## src/rtl/apb_pkg.sv

```systemverilog
// Shared APB definitions for the bridge and its completers.
// Holds bus widths, FSM states, response codes and an index-width helper.
package apb_pkg;

   localparam int unsigned APB_DATA_W = 32;
   localparam int unsigned APB_ADDR_W = 32;
   localparam int unsigned APB_STRB_W = 4;

   // Same encoding as the bridge's bresp/rresp
   localparam logic [1:0] RESP_OKAY   = 2'b00;
   localparam logic [1:0] RESP_SLVERR = 2'b10;

   typedef enum logic {
      IDLE,
      ACCESS
   } apb_state_e;

   function automatic int unsigned idx_w(input int unsigned num_regs);
      return (num_regs > 1) ? $clog2(num_regs) : 1;
   endfunction

endpackage

```

## src/rtl/apb_addr_decode.sv

```systemverilog
// Combinational range/alignment/protection check and register index generation.
// Also reused by the bridge's slave-select logic.
module apb_addr_decode
   import apb_pkg::*;
#(
   parameter int unsigned NUM_REGS  = 16,
   parameter logic [31:0] BASE_ADDR = 32'h0000_0000,
   parameter int unsigned PRIV_ONLY = 0
) (
   input  logic [APB_ADDR_W-1:0]       paddr,
   input  logic [2:0]                  pprot,
   output logic                        addr_err,
   output logic [idx_w(NUM_REGS)-1:0]  index
);

   localparam int unsigned IDX_W  = idx_w(NUM_REGS);
   localparam int unsigned SPAN_W = $clog2(NUM_REGS) + 2;

   logic [APB_ADDR_W:0] diff;
   logic                in_range;
   logic                aligned;
   logic                priv_ok;
   logic                unused_prot;

   // One extra bit so the borrow flags addresses below the base
   assign diff        = {1'b0, paddr} - {1'b0, BASE_ADDR};
   assign in_range    = !diff[APB_ADDR_W] && (diff[APB_ADDR_W-1:SPAN_W] == '0);
   assign aligned     = (diff[1:0] == 2'b00);
   assign priv_ok     = (PRIV_ONLY == 0) || pprot[0];
   assign addr_err    = !(in_range && aligned && priv_ok);
   assign index       = diff[IDX_W+1:2];
   assign unused_prot = ^pprot[2:1];

endmodule

```

## src/rtl/apb_slave_regfile.sv

```systemverilog
// APB completer with a bank of byte-strobed 32-bit registers, programmable
// wait states, and pslverr on out-of-range, unaligned or unprivileged access.
module apb_slave_regfile
   import apb_pkg::*;
#(
   parameter int unsigned NUM_REGS    = 16,
   parameter logic [31:0] BASE_ADDR   = 32'h0000_0000,
   parameter int unsigned WAIT_STATES = 2,
   parameter int unsigned PRIV_ONLY   = 0
) (
   input  logic                        s_axi_clk,
   input  logic                        s_axi_aresetn,
   input  logic [31:0]                 paddr,
   input  logic [2:0]                  pprot,
   input  logic                        psel,
   input  logic                        penable,
   input  logic                        pwrite,
   input  logic [31:0]                 pwdata,
   input  logic [3:0]                  pstrb,
   output logic                        pready,
   output logic [31:0]                 prdata,
   output logic                        pslverr,
   output logic                        wr_pulse,
   output logic [idx_w(NUM_REGS)-1:0]  wr_index
);

   localparam int unsigned IDX_W = idx_w(NUM_REGS);

   apb_state_e             state_q, state_d;
   logic [3:0]             wait_q, wait_d;
   logic                   err_q, err_d;
   logic                   dec_err;
   logic [IDX_W-1:0]       dec_idx;
   logic                   commit;
   logic [APB_DATA_W-1:0]  regs [NUM_REGS];

   apb_addr_decode #(
      .NUM_REGS  (NUM_REGS),
      .BASE_ADDR (BASE_ADDR),
      .PRIV_ONLY (PRIV_ONLY)
   ) u_decode (
      .paddr    (paddr),
      .pprot    (pprot),
      .addr_err (dec_err),
      .index    (dec_idx)
   );

   always_ff @(posedge s_axi_clk or negedge s_axi_aresetn) begin
      if (!s_axi_aresetn) begin
         state_q <= IDLE;
         wait_q  <= '0;
         err_q   <= 1'b0;
      end else begin
         state_q <= state_d;
         wait_q  <= wait_d;
         err_q   <= err_d;
      end
   end

   // Error is latched at setup; index and data are taken live at completion
   always_comb begin
      state_d = state_q;
      wait_d  = wait_q;
      err_d   = err_q;
      pready  = 1'b0;
      case (state_q)
         IDLE: begin
            if (psel && !penable) begin
               state_d = ACCESS;
               wait_d  = 4'(WAIT_STATES);
               err_d   = dec_err;
            end
         end
         ACCESS: begin
            if (!psel) begin
               state_d = IDLE;
            end else if (penable) begin
               if (wait_q == '0) begin
                  pready  = 1'b1;
                  state_d = IDLE;
               end else begin
                  wait_d = wait_q - 4'd1;
               end
            end
         end
         default: state_d = IDLE;
      endcase
   end

   always_comb begin
      pslverr = pready && err_q;
      commit  = pready && !err_q && pwrite;
      prdata  = '0;
      if (pready && !err_q && !pwrite) begin
         prdata = regs[dec_idx];
      end
   end

   always_ff @(posedge s_axi_clk or negedge s_axi_aresetn) begin
      if (!s_axi_aresetn) begin
         for (int unsigned i = 0; i < NUM_REGS; i++) begin
            regs[i] <= '0;
         end
      end else if (commit) begin
         for (int unsigned b = 0; b < APB_STRB_W; b++) begin
            if (pstrb[b]) begin
               regs[dec_idx][8*b +: 8] <= pwdata[8*b +: 8];
            end
         end
      end
   end

   always_ff @(posedge s_axi_clk or negedge s_axi_aresetn) begin
      if (!s_axi_aresetn) begin
         wr_pulse <= 1'b0;
         wr_index <= '0;
      end else begin
         wr_pulse <= commit;
         if (commit) begin
            wr_index <= dec_idx;
         end
      end
   end

endmodule

```

## config.mk

```make
export PLATFORM = sky130hd
export DESIGN_NAME = apb_slave_regfile
export DESIGN_NICKNAME = d
export VERILOG_FILES = /design/src/rtl/apb_pkg.sv /design/src/rtl/apb_addr_decode.sv /design/src/rtl/apb_slave_regfile.sv
export SDC_FILE = /design/constraint.sdc
export NUM_CORES = 1
export LEC_CHECK = 0
export ABC_AREA = 1
export BUFFER_PORTS_ARGS = -buffer_cell sky130_fd_sc_hd__clkbuf_2
export CAP_MARGIN = 15
export CORE_ASPECT_RATIO = 0.7
export CORE_MARGIN = 2
export CORE_UTILIZATION = 38
export CTS_CLUSTER_SIZE = 14
export DETAILED_ROUTE_END_ITERATION = 6
export GPL_TIMING_DRIVEN = 0
export PLACE_DENSITY_LB_ADDON = 0.12
export SYNTH_ARGS = -nofsm -noshare
export SYNTH_HDL_FRONTEND = slang
export SYNTH_HIERARCHICAL = 1
export SYNTH_SLANG_ARGS = --single-unit
```

## constraint.sdc

```tcl
create_clock -name s_axi_clk -period 7.5 [get_ports s_axi_clk]
set_input_delay 2.25 -clock s_axi_clk [delete_from_list [all_inputs] [get_ports s_axi_clk]]
set_output_delay 2.25 -clock s_axi_clk [all_outputs]
set_load 0.1 [all_outputs]
```

# Yosys cells after proc, flatten, opt, wreduce, memory -nomap -nowiden
# Cells that the tools add are included.
# totals
ff_bits	523
in_bits	76
out_inout_bits	39
elab_cells	83
# op_classes
n_addsub	1
n_lt_le_gt_ge	2
n_eq_ne	4
muxes	37
n_bitwise	2
reduce_logical	16
# op_table
op	n
two-way mux 512 bit	7
bitwise mux 512 bit	4
demux 32 bit (select 4 bit)	4
binary-select mux 32 bit (select 4 bit)	1
two-way mux 32 bit	4
zero test 26 bit	1
two-way mux 24 bit	1
two-way mux 16 bit	1
two-way mux 4 bit	4
two-way mux 1 bit	8
two-way mux 8 bit	1
inequality test 2 bit (second input constant)	4
case mux 4 bit (2 select lines)	1
logical AND 1 bit	7
greater-or-equal comparator 5 bit (second input constant)	1
less-than comparator 5 x 1 -> 1 bit (second input constant)	1
inverter 4 -> 5 bit	1
zero test 1 bit	4
zero test 4 bit	1
AND reduction 4 bit	1
subtractor 4 x 1 -> 4 bit (second input constant)	1
zero test 2 bit	1
case mux 1 bit (2 select lines)	1
AND reduction 2 bit	1
inverter 1 bit	1

# Longest topological paths before layout
# Gate-level depths: netlist of run 1.
# logic_depth
word_depth	16
mapped_depth	12
ltp_nobuf	9

# By module
# Netlist of run 1, hierarchy kept.
# modules_own_cells
mod	n_inst	cells_each	area_each_um2	seq_area_each_um2
apb_slave_regfile	1	3684	27636.5	13087.6
apb_addr_decode	1	51	209.0	0.0

# Worst setup path after synthesis of run 1
# Ideal clock, no wire load.
# synth_path
path_kind	in2out
start	input psel
end	output prdata[0]
arrival_time_ps	5207
setup_slack_ps	43
path_stages	7
cell_sequence	nand3_2 -> nor2_2 -> nand2_1 -> nor2_1 -> clkbuf_1 -> nand2_1 -> nor2_1
# synth_via
elab_chain_len	5
# synth_lines
element	line	source
from (decl)	apb_slave_regfile.sv:15	input logic psel,
two-way mux 1 bit	apb_slave_regfile.sv:75	if (!psel) begin
two-way mux 1 bit	apb_slave_regfile.sv:66	case (state_q)
named net pready	apb_slave_regfile.sv:20	output logic pready,
logical AND 1 bit (2 in series)	apb_slave_regfile.sv:94	if (pready && !err_q && !pwrite) begin
two-way mux 32 bit	apb_slave_regfile.sv:94	
to (decl)	apb_slave_regfile.sv:21	output logic [31:0] prdata,
# The timed path passes the listed nets, and every way through them passes these cells.

# Final worst setup path of run 1
# layout_path
start	input paddr[3]
end	output prdata[6]
# layout_via
elab_chain_len	5
# layout_lines
element	line	source
from (decl)	apb_slave_regfile.sv:13	input logic [31:0] paddr,
inverter 4 -> 5 bit (implied by the code)	apb_slave_regfile.sv:95	prdata = regs[dec_idx];
binary-select mux 32 bit (select 4 bit)	apb_slave_regfile.sv:95	
two-way mux 32 bit (implied by the code) (2 in series)	apb_slave_regfile.sv:95	
two-way mux 32 bit	apb_slave_regfile.sv:94	
# No other way between the ends. The select of a mux whose other input is x is not followed.

==> results of run 1 <==
-- layout make-up --
| class | count | area (um2) |
|---|---|---|
| Tap cell | 977 | 1220 |
| Clock inverter | 12 | 213 |
| Multi-Input combinational cell | 2764 | 12600 |
| Antenna cell | 1 | 2.50 |
| Clock buffer | 86 | 1710 |
| Fill cell | 7547 | 41300 |
| Inverter | 165 | 621 |
| Timing Repair Buffer | 82 | 604 |
| Buffer | 282 | 1550 |
| Sequential cell | 523 | 13100 |
-- state kept, by name, summed over array words and instances, names as in the netlist --
| register | cells |
|---|---|
| regs | 512 |
| wait_q | 4 |
| wr_index | 4 |
| err_q | 1 |
| state_q | 1 |
| wr_pulse | 1 |
-- worst reg2reg max path, delay by kind of cell (launching register included) --
family | cells | cell delay, ps
buffers and inverters | 1 | 100
and+or+nand+nor | 5 | 2030
adders and majority gates | 1 | 200
DFF | 1 | 360
-- through the flow --
step | hold slack, ps | instances | total power, mW
floorplan | 449 | 3735 | 3.24
global placement | 462 | 4783 | 3.54
detailed placement | 465 | 4792 | 3.55
CTS | 482 | 4890 | 6.52
global route | 492 | 4891 | 6.71
finish | 478 | 4892 | 6.49
-- power by group --
group | switching (mW) | leakage, nW | internal [mW] | total [mW]
clock | 1.23 | 0.943 | 1.75 | 2.99
sequential | 0.00653 | 7.30 | 2.83 | 2.84
combinational | 0.524 | 8.79 | 0.145 | 0.669
-- worst paths after layout --
kind,cells after the start,to
min in group asynchronous,1,regs[48]
max in group asynchronous,4,regs[261]
max reg2reg,7,regs[480]
max,11,prdata[6]
min,2,regs[36]
min reg2reg,2,regs[36]
-- per-layer routing --
| metal | vias to the layer above | share of wire | global-route usage |
|---|---|---|---|
| li1 | 12100 | - | - |
| met2 | 1119 | 0.41 | 0.432 |
| met4 | 0 | 0.029 | 0.0930 |
| met3 | 176 | 0.093 | 0.0620 |
| met5 | - | 0 | 0 |
| met1 | 12600 | 0.46 | 0.448 |
-- placed cells by master (no fill, tap or decap), drive strengths merged, types with 6 or more instances in the layout --
cell type     n
nand2      1470
nor2        601
dfrtp       523
nand3       420
clkbuf      293
nand4       224
inv         164
buf         155
o21ai        38
clkinv        6
bufinv        6
-- timing repair --
| action | in CTS | in global routing |
|---|---|---|
| resized for setup | 0 | 20 |
| hold endpoints to repair | 0 | 0 |
| setup endpoints to repair | 0 | 16 |
| setup buffers | 0 | 0 |
-- kinds of logic after synthesis --
logic type,share of synthesized area
and+or+nand+nor,0.444
DFF,0.470
adders and majority gates,0.000449
buffers and inverters,0.0772
xor gates and xnor gates,0.000315
AOI/OAI and AO/OA,0.00755
==> flow_metrics.py, run 1 <==
metrics = {
    "outcome": {
        "status": "complete, no violations",
    },
    "clock_network": {
        "cts_tree": "built",
        "clock_sinks": 523,
        "ctsHoldBuffers": 0,
        "clockBufferDepth": 3,
        "clock_latency_ps": 630,
        "cts-root-buf": "clkbuf_16",
        "numCtsBuffers": 55,
        "path_clk_slew_ps": 60,
        "cts_max_level": 2,
    },
    "grt": {
        "grt-ovfl-total": 0,
        "antenna_found_initial": 1,
        "grtUsageTotal": 0.300,
        "grt_pass1_wl_um": 166000,
        "grt_pass1_vias": 24600,
        "grt_start_max_net_pins": 110,
    },
    "drt": {
        "vias": 26000,
        "routed_wl_um": 113000,
        "drc_errors": 0,
        "wl_per_cell_um": 23.0,
        "firstDrtPassIters": 6,
        "viasPerCell": 5.32,
        "drtIter0Drc": 3169,
        "ant_nets": 0,
    },
    "yosys": {
        "yosysWarnings": 6,
        "synth_area_leaders": "dfrtp_1 (47%), nand2_1 (20%), nor2_1 (7.8%), nand3_1 (7.5%), nand4_4 (4.6%)",
        "synth_cells": 3735,
        "syn_nets": 3812,
        "synth.most_common_cell": "nand2_1",
        "ys_seq_area_frac": 0.470,
        "yosys.area.top_type": "dfrtp_1",
        "ys_ff_latch": 523,
        "syn_area_um2": 27800,
        "synthTopCellsByCount": "nand2_1 (1468), nor2_1 (581), dfrtp_1 (523), nand3_1 (418), nand4_1 (164)",
        "synth-edff-count": 0,
        "synth_ff_type": "dfrtp_1",
        "synth_cell_type_count": 28,
        "synth_top_area_share": 0.470,
        "synth-async-reset-ratio": 1.00,
        "synth_area_per_cell_um2": 7.46,
    },
    "worst_setup_path": {
        "slowest_stage": "clkbuf_1",
        "cp.arrival_ps": 5220,
        "cp_top_family": "buffers and inverters",
        "startpoint": "paddr[3]",
        "critPathBufInv": 6,
        "crit_required_ps": 5250,
        "r2r_start": "wait_q[0]",
        "slowest_delay_ps": 920,
        "r2r_setup_slack_ps": 4710,
        "crit_path_max_fanout": 10,
        "end_kind": "output pin",
        "start_kind": "input pin",
        "crit_type": "input pin to output pin",
        "cp_cell_sequence": "buf_4, buf_2, inv_2, clkbuf_1, clkbuf_1, o21ai_0, nand2_1, nand2_1, nand3_1, nor2_1, clkbuf_2",
    },
    "sta": {
        "rsz0062_at_grt": "no",
        "fmax_ghz": 0.134,
        "min_period_ps": 7470,
        "finalSetupTns_ps": 0,
        "slew_headroom": 0.136,
        "period_share": 0.996,
        "skew_ps": 10.7,
        "drv_slew": 0,
        "worst_slew_pin_slew_ps": 1300,
        "setup_ws_ps": 30.1,
        "setup_viol": 0,
        "hold_viol_final": 0,
    },
    "floorplan": {
        "die_y_um": 230,
        "initial_core_util": 0.382,
        "io_pins": 115,
        "die_area_um2": 75500,
        "coreArea_um2": 72900,
        "dieWidth_um": 328,
        "rows": 83,
    },
    "placement": {
        "gp_congestion": 0.957,
        "place_area_um2": 29600,
        "port_buffers": 71,
        "post-place-ws_ps": 9.10,
        "dp_hpwl_um": 82400,
    },
    "cells_and_area": {
        "design_area_um2": 31600,
        "fin_util": 0.434,
        "layout-drive-gt1-share": 0.105,
        "nets": 3950,
        "area_growth_syn_to_layout_pct": 13.5,
    },
    "worst_hold_path": {
        "holdCritPathClass": "register to register",
        "hp-start": "regs[36]",
    },
    "job": {
        "cap_violations": 0,
    },
    "power_and_ir_drop": {
        "power.density_nw_per_um2": 205,
        "power_leakage_nw": 17.0,
        "ir_worst_vdd_uv": 177,
    },
}
No activity file was read; power rests on OpenSTA's default activity.
==> run 2: changes to the inputs <==
PLACE_DENSITY = 0.54   (was unset)
PLACE_DENSITY_LB_ADDON = unset   (was 0.12)
==> flow_metrics.py, run 2 (same netlist as run 1, synthesis figures left out) <==
metrics = {
    "outcome": {
        "status": "finished with violations",
        "failed_checks": "DRC, setup timing",
    },
    "sta": {
        "slew_headroom": 0.127,
        "drv_slew": 0,
        "setup_ws_ps": -9.73,
        "timing.hold.ws_ps": 477,
        "period_share": 1.00,
        "rsz0062_at_grt": "yes",
        "skew_ps": 17.5,
        "worst_slew_pin_slew_ps": 1310,
        "setup_viol": 1,
        "hold_viol_final": 0,
        "min_period_ps": 7510,
        "fmax_ghz": 0.133,
    },
    "worst_hold_path": {
        "whs_path_depth": 2,
        "holdCritPathClass": "register to register",
        "min_to": "regs[65]",
        "hp-start": "regs[65]",
    },
    "cells_and_area": {
        "layout-drive-gt1-share": 0.106,
        "final_cell_mix": "nand2_1 (1468), nor2_1 (581), dfrtp_1 (523)",
        "layout_commonest_cell": "nand2_1",
        "design_area_um2": 31500,
        "fin_util": 0.432,
        "largest_register": "regs",
        "largest_reg_flops": 512,
        "largestRegisters": "regs x512, wait_q x4, wr_index x4",
        "fin_cells": 4890,
        "fillCellCount": 7586,
        "area_growth_syn_to_layout_pct": 13.1,
        "nets": 3956,
    },
    "worst_setup_path": {
        "crit_type": "input pin to output pin",
        "r2r_setup_slack_ps": 4760,
        "r2r_end": "regs[476]",
        "r2r_start": "wait_q[0]",
        "start_kind": "input pin",
        "crit_required_ps": 5250,
        "r2r_cells": 7,
        "crit_path_max_fanout": 10,
        "cp.arrival_ps": 5260,
        "end_kind": "output pin",
    },
    "placement": {
        "post-place-ws_ps": -126,
        "gp_congestion": 0.956,
        "place_area_um2": 29700,
        "port_buffers": 71,
        "dp_hpwl_um": 84600,
        "dp.cells": 4793,
    },
    "floorplan": {
        "rows": 83,
        "coreArea_um2": 72900,
        "die_y_um": 230,
        "dieWidth_um": 328,
        "die_area_um2": 75500,
        "initial_core_util": 0.382,
        "io_pins": 115,
    },
    "clock_network": {
        "clock_latency_ps": 650,
        "path_clk_slew_ps": 60,
        "clockBufferDepth": 3,
        "numCtsBuffers": 55,
        "cts_max_level": 2,
        "cts-root-buf": "clkbuf_16",
        "cts_tree": "built",
        "clock_sinks": 523,
        "post_cts_buffers": 0,
    },
    "power_and_ir_drop": {
        "power_leakage_nw": 17.0,
        "ir_worst_vdd_uv": 160,
        "power.density_nw_per_um2": 200,
    },
    "drt": {
        "wl_per_cell_um": 23.5,
        "ant_nets": 0,
        "viasPerCell": 5.43,
        "drtIter0Drc": 3098,
        "drc_errors": 2,
        "firstDrtPassIters": 7,
        "vias": 26500,
        "routed_wl_um": 115000,
    },
    "grt": {
        "grtUsageTotal": 0.304,
        "antenna_found_initial": 4,
        "grt-ovfl-total": 0,
        "grt_start_max_net_pins": 108,
        "grt_pass1_vias": 24600,
        "grt_pass1_wl_um": 168000,
    },
    "job": {
        "cap_violations": 0,
    },
}
-- run 2: cell count changes in the layout (fill, tap and decap cells not counted), moves of 2 or more --
| cell | before | now |
|---|---|---|
| clkbuf_1 | 137 | 129 |
| bufinv_16 | 6 | 2 |
| clkbuf_2 | 76 | 80 |
| clkbuf_8 | 23 | 19 |
| buf_6 | 26 | 29 |
| inv_6 | 0 | 3 |
| buf_8 | 5 | 7 |
| clkbuf_16 | 57 | 55 |
-- run 2: through the flow --
step / power, mW / setup TNS, ps
2_1_floorplan: 3.24 / 0
3_3_place_gp: 3.54 / -4556320
3_5_place_dp: 3.55 / -498
4_1_cts: 6.29 / 0
5_1_grt: 6.47 / -41.9
6_report: 6.28 / -9.73
-- run 2: area by class of cell --
cell class,count,area [um2],area share
flip-flops and latches,523,13100,0.416
multi-input cells,2764,12600,0.400
clock buffers,78,1590,0.0506
plain buffers,283,1570,0.0497
well taps,977,1220,0.0388
repair buffers,87,668,0.0212
inverters,165,621,0.0197
clock inverters,11,120,0.00381
diodes,2,5.00,0.000159
-- run 2: report_power, final --
part / internal [mW] / leakage, nW / total (mW) / switching (mW)
Combinational: 0.148 / 8.85 / 0.680 / 0.531
Sequential: 2.83 / 7.30 / 2.84 / 0.00632
Clock: 1.53 / 0.849 / 2.76 / 1.24
Total: 4.51 / 17.0 / 6.28 / 1.77
-- run 2: worst max-delay path by stage --
stage / startpoint / to / slack, ps / cells after the start
final: paddr[3] / prdata[10] / -10 / 12
after global routing: paddr[3] / prdata[10] / -40 / 12
after floorplan: psel / prdata[0] / 40 / 7
after global placement: s_axi_aresetn / regs[321] / -8830 / 1
after CTS: paddr[3] / prdata[12] / 70 / 11
after detailed placement: paddr[3] / prdata[7] / -130 / 12
-- run 2: timing repair --
action,CTS,global route
cloned,0,0
setup endpoints to repair,9,8
hold buffers,0,0
resized for setup,6,26
-- run 2: worst max-delay path, stage by stage --
cell and delay, ps:
buf_4 120, buf_2 220, inv_2 100, clkbuf_1 580, nor2_1 170, buf_2 360, nand2_1 130, nand4_1 100
nand2_1 110, nand2_1 70, nor2_1 470, clkbuf_2 550
-- run 2: per-layer routing --
layer | wire [um] | track usage | vias up
met4 | 4320 | 0.106 | 2
met3 | 11700 | 0.0693 | 232
met5 | 13 | 0 | -
li1 | - | - | 12100
met2 | 46200 | 0.423 | 1260
met1 | 52800 | 0.456 | 12900
==> run 3: changes to the inputs <==
ABC_AREA = 0   (was 1)
==> flow_metrics.py, run 3 <==
metrics = {
    "yosys": {
        "yosys.area.top_type": "dfrtp_1",
        "synth-async-reset-ratio": 1.00,
        "synth_cell_type_count": 47,
        "synth_cells": 1503,
        "ys_seq_area_frac": 0.533,
        "synthTopCellsByCount": "dfrtp_1 (523), mux2_2 (439), mux4_2 (127), mux2_1 (79), clkbuf_1 (44)",
        "synth.most_common_cell": "dfrtp_1",
        "synth_area_leaders": "dfrtp_1 (53%), mux2_2 (20%), mux4_2 (12%), mux2_1 (3.6%), nor2_8 (3.3%)",
        "syn_nets": 1580,
        "yosysWarnings": 6,
        "ys_ff_latch": 523,
        "synth_area_per_cell_um2": 16.3,
        "synth-edff-count": 0,
        "synth_top_area_share": 0.533,
        "syn_area_um2": 24500,
        "synth_ff_type": "dfrtp_1",
    },
    "power_and_ir_drop": {
        "power.density_nw_per_um2": 205,
        "power_leakage_nw": 14.2,
        "ir_worst_vdd_uv": 190,
    },
    "worst_setup_path": {
        "cp_top_family": "buffers and inverters",
        "critPathBufInv": 5,
        "cp.arrival_ps": 5040,
        "slowest_stage": "clkbuf_1",
        "crit_path_max_fanout": 10,
        "crit_type": "input pin to output pin",
        "r2r_cells": 7,
        "cp_cell_sequence": "buf_4, buf_2, buf_2, clkbuf_1, mux4_2, a22oi_1, o21ai_2, clkbuf_2",
        "worst-path-stages": 8,
        "crit_top_cell": "buf_2",
        "slowest_delay_ps": 850,
        "start_kind": "input pin",
        "crit_required_ps": 5250,
        "end_kind": "output pin",
    },
    "clock_network": {
        "cts-root-buf": "clkbuf_16",
        "clockBufferDepth": 3,
        "clock_latency_ps": 610,
        "cts_tree": "built",
        "cts_max_level": 2,
        "ctsHoldBuffers": 0,
        "path_clk_slew_ps": 60,
        "clock_sinks": 523,
        "numCtsBuffers": 51,
    },
    "cells_and_area": {
        "fin_util": 0.443,
        "final_cell_mix": "dfrtp_1 (523), mux2_2 (439), mux4_2 (127)",
        "largest_register": "regs",
        "layout_commonest_cell": "dfrtp_1",
        "layout-drive-gt1-share": 0.535,
        "area_growth_syn_to_layout_pct": 14.6,
        "largestRegisters": "regs x512, wait_q x4, wr_index x4",
        "nets": 1751,
        "largest_reg_flops": 512,
    },
    "grt": {
        "grt_pass1_wl_um": 105000,
        "grt_pass1_vias": 14800,
        "grtUsageTotal": 0.219,
        "grt_start_max_net_pins": 112,
        "grt-ovfl-total": 0,
        "antenna_found_initial": 2,
    },
    "floorplan": {
        "die_y_um": 217,
        "io_pins": 115,
        "die_area_um2": 66600,
        "initial_core_util": 0.386,
        "rows": 77,
        "dieWidth_um": 308,
        "coreArea_um2": 63500,
    },
    "sta": {
        "fmax_ghz": 0.137,
        "worst_slew_pin_slew_ps": 1170,
        "finalSetupTns_ps": 0,
        "slew_headroom": 0.220,
        "period_share": 0.972,
        "hold_viol_final": 0,
        "skew_ps": 21.8,
        "drv_slew": 0,
        "rsz0062_at_grt": "no",
        "min_period_ps": 7290,
        "setup_viol": 0,
    },
    "drt": {
        "ant_nets": 0,
        "drtIter0Drc": 962,
        "drc_errors": 0,
        "vias": 14100,
        "wl_per_cell_um": 28.2,
        "viasPerCell": 5.56,
        "firstDrtPassIters": 4,
        "routed_wl_um": 71700,
    },
    "outcome": {
        "status": "complete, no violations",
    },
    "placement": {
        "port_buffers": 105,
        "dp_hpwl_um": 47400,
        "gp_congestion": 0.817,
    },
    "worst_hold_path": {
        "whs_path_depth": 1,
        "holdCritPathClass": "register to register",
    },
    "job": {
        "cap_violations": 0,
    },
}
run 3: cell count changes in the layout (fill, tap and decap cells not counted), moves of 51 or more:
| cell | delta |
|---|---|
| nand4_1 | -163 |
| nand2_1 | -1458 |
| inv_1 | -156 |
| buf_2 | -51 |
| mux2_2 | +439 |
| nand3_1 | -414 |
| mux4_2 | +127 |
| nor2_1 | -579 |
| clkbuf_1 | -71 |
| nand4_4 | -56 |
| mux2_1 | +79 |
run 3: area by class of cell:
type | count | area (um2)
Fill cell | 5652 | 35400
Inverter | 3 | 11.3
Clock inverter | 12 | 85.1
Antenna cell | 2 | 5.00
Tap cell | 829 | 1040
Multi-Input combinational cell | 886 | 11100
Timing Repair Buffer | 118 | 792
Buffer | 91 | 468
Sequential cell | 523 | 13100
Clock buffer | 80 | 1540
run 3: logic make-up after synthesis:
logic type / after synthesis / share of synthesized area
flip-flops: 523 / 0.533
multiplexers: 673 / 0.366
AND/OR/NAND/NOR: 130 / 0.0596
AO/OA/AOI/OAI: 82 / 0.0212
adder cells (fa/ha/maj): 1 / 0.000510
buffers and inverters: 94 / 0.0194
run 3: worst paths after layout:
check | from | endpoint | slack [ps]
max in group asynchronous | s_axi_aresetn | regs[115] | 4420
min reg2reg | regs[434] | regs[434] | 480
min in group asynchronous | s_axi_aresetn | regs[111] | 1690
max | paddr[3] | prdata[28] | 210
max reg2reg | wait_q[0] | regs[63] | 4850
min | regs[434] | regs[434] | 480
run 3: power by group:
group / leakage (nW) / switching, mW / internal (mW)
Clock: 0.808 / 1.12 / 1.44
Combinational: 6.14 / 0.252 / 0.0997
Sequential: 7.30 / 0.0177 / 2.83
run 3: layer usage:
metal | GRT usage | wire, um | up-vias
met5 | 0 | 0 | -
met4 | 0.0546 | 1540 | 0
met3 | 0.0568 | 4860 | 91
met2 | 0.318 | 31000 | 345
met1 | 0.326 | 34400 | 7653
li1 | - | - | 6051
run 3: metrics by stage:
step / worst slack, ps / std cells / cell area, um2 / power [mW] / hold WS (ps)
floorplan: -113 / 1503 / 24600 / 3.06 / 452
global placement: -7940 / 2437 / 26200 / 3.24 / 462
detailed placement: -89.8 / 2448 / 26400 / 3.26 / 469
CTS: 194 / 2540 / 28100 / 5.82 / 483
global route: 155 / 2543 / 28100 / 5.97 / 497
finish: 212 / 2544 / 28100 / 5.76 / 481
run 3: what timing repair did:
| action | 4_1_cts | 5_1_grt |
|---|---|---|
| setup endpoints to repair | 4 | 0 |
| buffers inserted | 0 | 0 |
| gates resized for setup | 1 | 0 |
